==> src/rtl/bs_nal_wr_ctrl.sv <==
// bs_nal_wr_ctrl: turns an Annex-B byte stream into NAL payloads in two ping-pong RAM banks,
// dropping start codes, emulation-prevention bytes and trailing zeros.
module bs_nal_wr_ctrl #(
    parameter int ADDR_W = 12
) (
    input  logic              clk,
    input  logic              rst_n,
    input  logic [7:0]        din,
    input  logic              din_vld,
    input  logic              din_last,
    output logic              din_rdy,
    output logic              ram_we,
    output logic [ADDR_W-1:0] ram_waddr,
    output logic [7:0]        ram_wdata,
    output logic              frame_done,
    output logic              frame_bank,
    output logic [ADDR_W-1:0] frame_len,
    input  logic              rel_vld,
    input  logic              rel_bank,
    output logic [1:0]        bank_full,
    output logic              err_ovf,
    output logic              stream_end
);
    localparam logic [ADDR_W-1:0] DEPTH = {1'b1, {(ADDR_W-1){1'b0}}};

    typedef enum logic [2:0] {SEARCH, PAYLOAD, FLUSH, WAIT_BANK, DONE} state_t;

    state_t            state;
    logic              cur_bank;
    logic [ADDR_W-1:0] offset;
    logic [ADDR_W-1:0] off_nxt;
    logic [1:0]        zero_cnt;
    logic [1:0]        zero_inc;
    logic [1:0]        fl_zeros;
    logic [7:0]        fl_byte;
    logic              fl_has;
    logic              fl_last;
    logic              acc;
    logic              zc2;
    logic              is_zero;
    logic              start;
    logic              ep;
    logic              fl_done;
    logic              wr_req;
    logic              wr_ok;
    logic [7:0]        wr_byte;
    logic              close;
    logic              close_nal;

    assign din_rdy = (state == SEARCH || state == PAYLOAD) && !stream_end;

    always_comb begin
        acc       = din_vld && din_rdy;
        zc2       = zero_cnt == 2'd2;
        is_zero   = din == 8'h00;
        start     = din == 8'h01 && zc2;
        ep        = din == 8'h03 && zc2;
        zero_inc  = zc2 ? 2'd2 : zero_cnt + 2'd1;
        fl_done   = fl_zeros == 2'd0 || (fl_zeros == 2'd1 && !fl_has);
        wr_req    = state == FLUSH || (state == PAYLOAD && acc && !is_zero && !start && !ep);
        wr_byte   = state == FLUSH ? (fl_zeros != 2'd0 ? 8'h00 : fl_byte)
                                   : (zero_cnt != 2'd0 ? 8'h00 : din);
        wr_ok     = wr_req && offset != DEPTH;
        off_nxt   = offset + {{(ADDR_W-1){1'b0}}, wr_ok};
        // A last byte that still has zeros to flush closes only once FLUSH drains.
        close     = state == FLUSH ? fl_done && fl_last
                                   : state == PAYLOAD && acc && (start || (din_last && (is_zero || zero_cnt == 2'd0)));
        close_nal = close && off_nxt != '0;
    end

    always_ff @(posedge clk) begin
        if (!rst_n) begin
            state      <= SEARCH;
            cur_bank   <= 1'b0;
            offset     <= '0;
            zero_cnt   <= 2'd0;
            fl_zeros   <= 2'd0;
            fl_byte    <= 8'h00;
            fl_has     <= 1'b0;
            fl_last    <= 1'b0;
            ram_we     <= 1'b0;
            ram_waddr  <= '0;
            ram_wdata  <= 8'h00;
            frame_done <= 1'b0;
            frame_bank <= 1'b0;
            frame_len  <= '0;
            bank_full  <= 2'b00;
            err_ovf    <= 1'b0;
            stream_end <= 1'b0;
        end else begin
            ram_we     <= wr_ok;
            frame_done <= 1'b0;
            offset     <= off_nxt;
            if (wr_ok) begin
                ram_waddr <= {cur_bank, offset[ADDR_W-2:0]};
                ram_wdata <= wr_byte;
            end
            if (wr_req && !wr_ok)
                err_ovf <= 1'b1;
            if (rel_vld)
                bank_full[rel_bank] <= 1'b0;
            // Placed after the release so a same-bank set wins.
            if (close_nal) begin
                frame_done          <= 1'b1;
                frame_bank          <= cur_bank;
                frame_len           <= off_nxt;
                bank_full[cur_bank] <= 1'b1;
                cur_bank            <= !cur_bank;
                offset              <= '0;
            end
            case (state)
                SEARCH: if (acc) begin
                    zero_cnt <= is_zero ? zero_inc : 2'd0;
                    if (start)
                        state <= PAYLOAD;
                    if (din_last) begin
                        stream_end <= 1'b1;
                        state      <= DONE;
                    end
                end
                PAYLOAD: if (acc) begin
                    zero_cnt <= is_zero ? zero_inc : 2'd0;
                    fl_last  <= din_last;
                    if (ep) begin
                        fl_zeros <= 2'd2;
                        fl_has   <= 1'b0;
                        state    <= FLUSH;
                    end else if (!is_zero && !start && zero_cnt != 2'd0) begin
                        fl_zeros <= zero_cnt - 2'd1;
                        fl_byte  <= din;
                        fl_has   <= 1'b1;
                        state    <= FLUSH;
                    end else if (din_last) begin
                        stream_end <= 1'b1;
                        state      <= DONE;
                    end else if (close_nal && bank_full[!cur_bank]) begin
                        state <= WAIT_BANK;
                    end
                end
                FLUSH: begin
                    if (fl_zeros != 2'd0)
                        fl_zeros <= fl_zeros - 2'd1;
                    if (fl_done) begin
                        state <= fl_last ? DONE : PAYLOAD;
                        if (fl_last)
                            stream_end <= 1'b1;
                    end
                end
                WAIT_BANK: if (!bank_full[cur_bank]) state <= PAYLOAD;
                default: ;
            endcase
        end
    end
endmodule

==> config.mk <==
export PLATFORM = sky130hd
export DESIGN_NAME = bs_nal_wr_ctrl
export DESIGN_NICKNAME = d
export VERILOG_FILES = /design/src/rtl/bs_nal_wr_ctrl.sv
export SDC_FILE = /design/constraint.sdc
export NUM_CORES = 1
export LEC_CHECK = 0
export CAP_MARGIN = 20
export CORE_ASPECT_RATIO = 0.8
export CORE_UTILIZATION = 46
export CTS_BUF_LIST = sky130_fd_sc_hd__clkbuf_16
export DETAILED_ROUTE_END_ITERATION = 7
export GPL_TIMING_DRIVEN = 0
export PLACE_DENSITY = 0.73
export SYNTH_ARGS = -nofsm -noshare
export SYNTH_HDL_FRONTEND = slang
export SYNTH_SLANG_ARGS = --single-unit
==> constraint.sdc <==
create_clock -name clk -period 10.4 [get_ports clk]
set_input_delay 2.08 -clock clk [delete_from_list [all_inputs] [get_ports clk]]
set_output_delay 2.08 -clock clk [all_outputs]
set_load 0.02 [all_outputs]
==> results.cfg, run 1 <==
[timing]
final.period_utilization_pct = 57.9
skew_ps = 4.94
hold_viol_final = 0
worst_pin_slew_ps = 934
drv_slew = 0
timing.fmax_mhz = 166
rsz0062_at_grt = no
tns_ps = 0
finalWorstPathRequiredPeriod_ps = 6020
setup_viol_count_final = 0
relSlewSlack_pct = 37.1

[cts]
holdBufCountCts = 0
cts_buffer_depth = 2
cts_resized = 0
cts_setup_buffers = 0
cts_tree = yes
htree_levels = 3
cts_made_buffers = 9
cts.clk_slew.worst_paths_ps = 60
clk_root_buffer_cell = clkbuf_16
clkLatencyLatePin_ps = 320
clock_sinks = 69

[critical_path]
worstSetupStartpointType = input port
path_max_fanout = 10
r2r-end = frame_len[9]
endpoint_kind = register
crit_type = in2reg
crit_path_start = din[2]
worst_r2r_startpoint = state[0]
r2r_setup_slack_ps = 6020
required_ps = 10630
worstPathArrival_ps = 6250
reg2reg_depth = 14
endpoint = frame_len[9]

[finish]
nFillCells = 580
final_cell_count_no_fill = 521
mostFrequentLayoutCells = dfxtp_1 (69), nor2_1 (65), clkdlybuf4s50_1 (52)
fin_area_mm2 = 0.00411
syn2layout_area_growth_pct = 29.7
antenna_cells = 0
fin_nets = 453
drive_gt1_share_pct = 6.64
final_common_cell = dfxtp_1

[grt]
globalRouteOverflowTotal = 0
grt_usage_pct = 23.4
grt_start_max_net_pins = 13
grt_pass1_wl_um = 13100
antenna_found_initial = 0
grt_pass1_vias = 2653

[placed_design]
placedInstanceArea_mm2 = 0.00379
placedCellCount = 505
gp_congestion = 0.902
portBuffers = 52
hpwl_um = 5680

[power]
p_leak_uw = 0.00142
power_density_mw_per_mm2 = 155
ir_worst_vdd_uv = 90.8

[min_path]
min-delay-start = zero_cnt[0]
hp-class = reg2reg

[floorplanning]
core_area_mm2 = 0.00651
dieHeight_um = 76.2
ios = 54
initial_core_util_pct = 48.7
die_w_um = 94.7
die-area_mm2 = 0.00722
rows = 26

[synth]
synth_nets = 390
ys_warn_count = 0
synthArstFlopShare_pct = 0
synth_edf_count = 0
netlist_area_mm2 = 0.00317
yosysSeqAreaShare_pct = 43.6
ys_ff_latch = 69
ys_types = 48
synthCells = 369
syn_area_per_cell_um2 = 8.58
ys.flop_type = dfxtp_1

[drt]
vias = 2934
drc_errors = 0
drt_iter0_markers = 190
drt_first_pass_iters = 5
viasPerCell = 5.63
ant_nets = 0
routedWlPerCell_um = 15.5
drt-total-wl_um = 8080

[flow_run]
cap_violations = 0

[outcome]
outcome = finished clean
power by group:
part	total, uW	switching, uW	internal, uW
clock	321	113	209
combinational	43.9	25.2	18.7
sequential	271	2.88	268
total	636	141	495
flip-flops by register name (all words and copies together) (netlist names), 2 cells and up:
name	cells
fl_byte	8
ram_wdata	8
bank_full	2
zero_cnt	2
state	3
offset	12
fl_zeros	2
ram_waddr	12
frame_len	12
kinds of logic after synthesis:
family	after synthesis	synth area share, %
buffers and inverters	36	5.06
flip-flops	69	43.6
adder cells (fa/ha/maj)	7	2.77
AO/OA/AOI/OAI	66	15.3
XOR/XNOR	11	3.04
multiplexers	22	7.04
AND/OR/NAND/NOR	158	23.2
layout make-up:
class	count	area (um2)	area share (%)
sequential	69	1380	33.6
inverter	11	41.3	1.01
clock inverter	7	88.8	2.16
tap	84	105	2.56
buffer	25	119	2.90
multi-input combinational	264	1620	39.6
clock buffer	9	225	5.49
timing repair buffer	52	520	12.7
worst min-delay path by stage:
| stage | end | slack (ps) | depth (start not counted) |
|---|---|---|---|
| 2_1_floorplan | zero_cnt[0] | 430 | 2 |
| 3_3_place_gp | zero_cnt[0] | 440 | 2 |
| 3_5_place_dp | zero_cnt[0] | 460 | 2 |
| 4_1_cts | zero_cnt[0] | 470 | 2 |
| 5_1_grt | zero_cnt[0] | 480 | 2 |
| 6_report | zero_cnt[0] | 460 | 2 |
cell usage after synthesis (6+ instances only):
cell type | n | area [um2]
nand3_1 | 30 | 150
nor2_1 | 65 | 244
mux2i_1 | 20 | 200
a311oi_1 | 9 | 78.8
a211oi_1 | 11 | 82.6
nand2_1 | 25 | 93.8
inv_1 | 11 | 41.3
dfxtp_1 | 69 | 1380
nor3_1 | 6 | 30.0
xnor2_1 | 8 | 70.1
a21oi_1 | 10 | 50.1
clkbuf_1 | 17 | 63.8
o21ai_0 | 14 | 70.1
nand2b_1 | 6 | 37.5
ha_1 | 7 | 87.6
critical path, stage by stage:
cell             delay [ps]
clkdlybuf4s50_1         460
nor4_1                  830
o211a_1                 270
o21ai_0                 160
and2_1                  210
buf_2                   200
ha_1                    260
ha_1                    280
nand4_1                 220
nor2_1                   80
xnor2_1                 350
a41oi_2                 210
buf_4                   230
buf_4                   190
a211oi_1                230
through the flow:
stage                     setup WS (ps)  power [uW]  hold WS, ps  util (%)
after floorplan                    5370         300          432         -
after global placement             4220         319          442      58.3
after detailed placement           4080         319          460      58.3
after CTS                          4380         639          468      63.1
after global routing               4030         657          482      63.1
final                              4380         636          464      63.1
routing by layer:
metal | global-route usage (%) | vias up | share of wire [%]
met5 | 0 | - | 0
met4 | 7.73 | 0 | 1.0
met3 | 6.39 | 6 | 6.7
met2 | 33.3 | 110 | 43
met1 | 33.7 | 1389 | 49
li1 | - | 1429 | -
No activity file was read; power rests on OpenSTA's default activity.
==> run 2: changes to the inputs <==
Settings changed: PLACE_DENSITY 0.73 to 0.76.
Clock period 10.4 ns to 5.05 ns, I/O delays scaled along.
==> run 2 against run 1 <==
Effect of this change:
- first-iteration DRC count is 1.1% lower
- sequential share of layout area is 0.25 points lower
- worst setup slack worse by 4100 ps
- die area stayed put
- critical path type unchanged
- combinational power is 110% higher
- clock skew is 0.84 ps higher
- critical path depth is 2 lower
- clock-buffer cell count stayed put
- global-route usage is 0.70 points higher
- hold slack worse by 3.0 ps
- flip-flop and latch count stayed put
- utilization is 0.48 points higher
==> results.cfg, run 2 (synthesis gave the netlist of run 1 again) <==
[cts]
clkLatencyLatePin_ps = 340
cts.clk_slew.worst_paths_ps = 60
cts_made_buffers = 9
htree_levels = 3
cts_tree = yes
clk_root_buffer_cell = clkbuf_16
holdBufCountCts = 0
clock_sinks = 69
cts_buffer_depth = 2
cts_setup_buffers = 0

[grt]
globalRouteOverflowTotal = 0
grt_start_max_net_pins = 13
grt_pass1_vias = 2691
antenna_found_initial = 0
grt_usage_pct = 24.1
grt_pass1_wl_um = 13400

[placed_design]
placedCellCount = 505
gp_congestion = 0.910
hpwl_um = 5690
placedInstanceArea_mm2 = 0.00379
portBuffers = 52

[floorplanning]
rows = 26
dieHeight_um = 76.2
die_w_um = 94.7
ios = 54
die-area_mm2 = 0.00722
initial_core_util_pct = 48.7
core_area_mm2 = 0.00651

[drt]
viasPerCell = 5.58
vias = 2906
drc_errors = 0
drt_first_pass_iters = 5
routedWlPerCell_um = 15.9
ant_nets = 0
drt_iter0_markers = 188
drt-total-wl_um = 8270

[critical_path]
worstPathArrival_ps = 5060
worstSetupStartpointType = input port
r2r_setup_slack_ps = 550
required_ps = 5300
crit_type = in2reg
endpoint_kind = register
path_max_fanout = 10

[timing]
finalWorstPathRequiredPeriod_ps = 4810
skew_ps = 5.78
timing.fmax_mhz = 208
hold_viol_final = 0
setup_viol_count_final = 0
drv_slew = 0
worst_pin_slew_ps = 709
final.period_utilization_pct = 95.3
relSlewSlack_pct = 52.5
rsz0062_at_grt = no

[finish]
fin_nets = 453
mostFrequentLayoutCells = dfxtp_1 (69), nor2_1 (65), clkdlybuf4s50_1 (52)
final_common_cell = dfxtp_1
fin_area_mm2 = 0.00414
multi_input_area_mm2 = 0.00163
nFillCells = 571
final_cell_count_no_fill = 521
syn2layout_area_growth_pct = 30.7
drive_gt1_share_pct = 6.86
top_regs = frame_len x12, offset x12, ram_waddr x12
antenna_cells = 0
ff_latch_area_mm2 = 0.00138

[power]
ir_worst_vdd_uv = 197
p_leak_uw = 0.00144
power_density_mw_per_mm2 = 330

[flow_run]
cap_violations = 0

[min_path]
hp-class = reg2reg

[outcome]
outcome = finished clean
## run 2: path summary, 6_finish.rpt
| kind | endpoint | cells past startpoint | start |
|---|---|---|---|
| min reg2reg | zero_cnt[0] | 2 | zero_cnt[0] |
| max | frame_len[4] | 13 | din_vld |
| max reg2reg | frame_len[4] | 13 | state[0] |
| min | zero_cnt[0] | 2 | zero_cnt[0] |
## run 2: where the power goes
part           internal [uW]  switching (uW)
Clock                    480             238
Sequential               551            5.87
Combinational           38.5            51.6
Total                   1070             296
## run 2: layout make-up
class | instances | share of cell area (%)
buffer | 25 | 2.87
clock buffer | 9 | 5.44
clock inverter | 7 | 2.75
inverter | 11 | 0.998
multi-input combinational | 264 | 39.4
sequential | 69 | 33.4
tap | 84 | 2.54
timing repair buffer | 52 | 12.6
## run 2: worst max-delay path: stages
cell             delay, ps
clkdlybuf4s50_1        520
or3b_4                 430
o21ai_0                450
and2_1                 240
buf_2                  270
ha_1                   270
nand3_1                200
nor3_1                 600
a31o_2                 290
a41oi_2                140
buf_4                  220
buf_4                  190
a211oi_1               220
## run 2: metrics by stage
step	hold WS [ps]	TNS [ps]	setup WS, ps	power (uW)	util, %
after floorplan	432	0	1090	618	-
after global placement	441	-117	-29.1	656	58.3
after detailed placement	456	-1250	-167	657	58.3
after CTS	466	0	141	1370	63.5
after global routing	504	0	96.3	1410	63.6
final	461	0	237	1370	63.6
## run 2: repair_timing
item,CTS,global route
hold endpoints to repair,0,0
endpoints found under the setup margin,0,11
gates resized for setup,0,1
## run 2: per-layer routing
metal | part of all wire [%] | vias up | track usage, %
li1 | - | 1424 | -
met1 | 48 | 1348 | 34.1
met5 | 0 | - | 0
met4 | 2.4 | 0 | 10.2
met2 | 43 | 115 | 34.5
met3 | 6.3 | 19 | 5.79
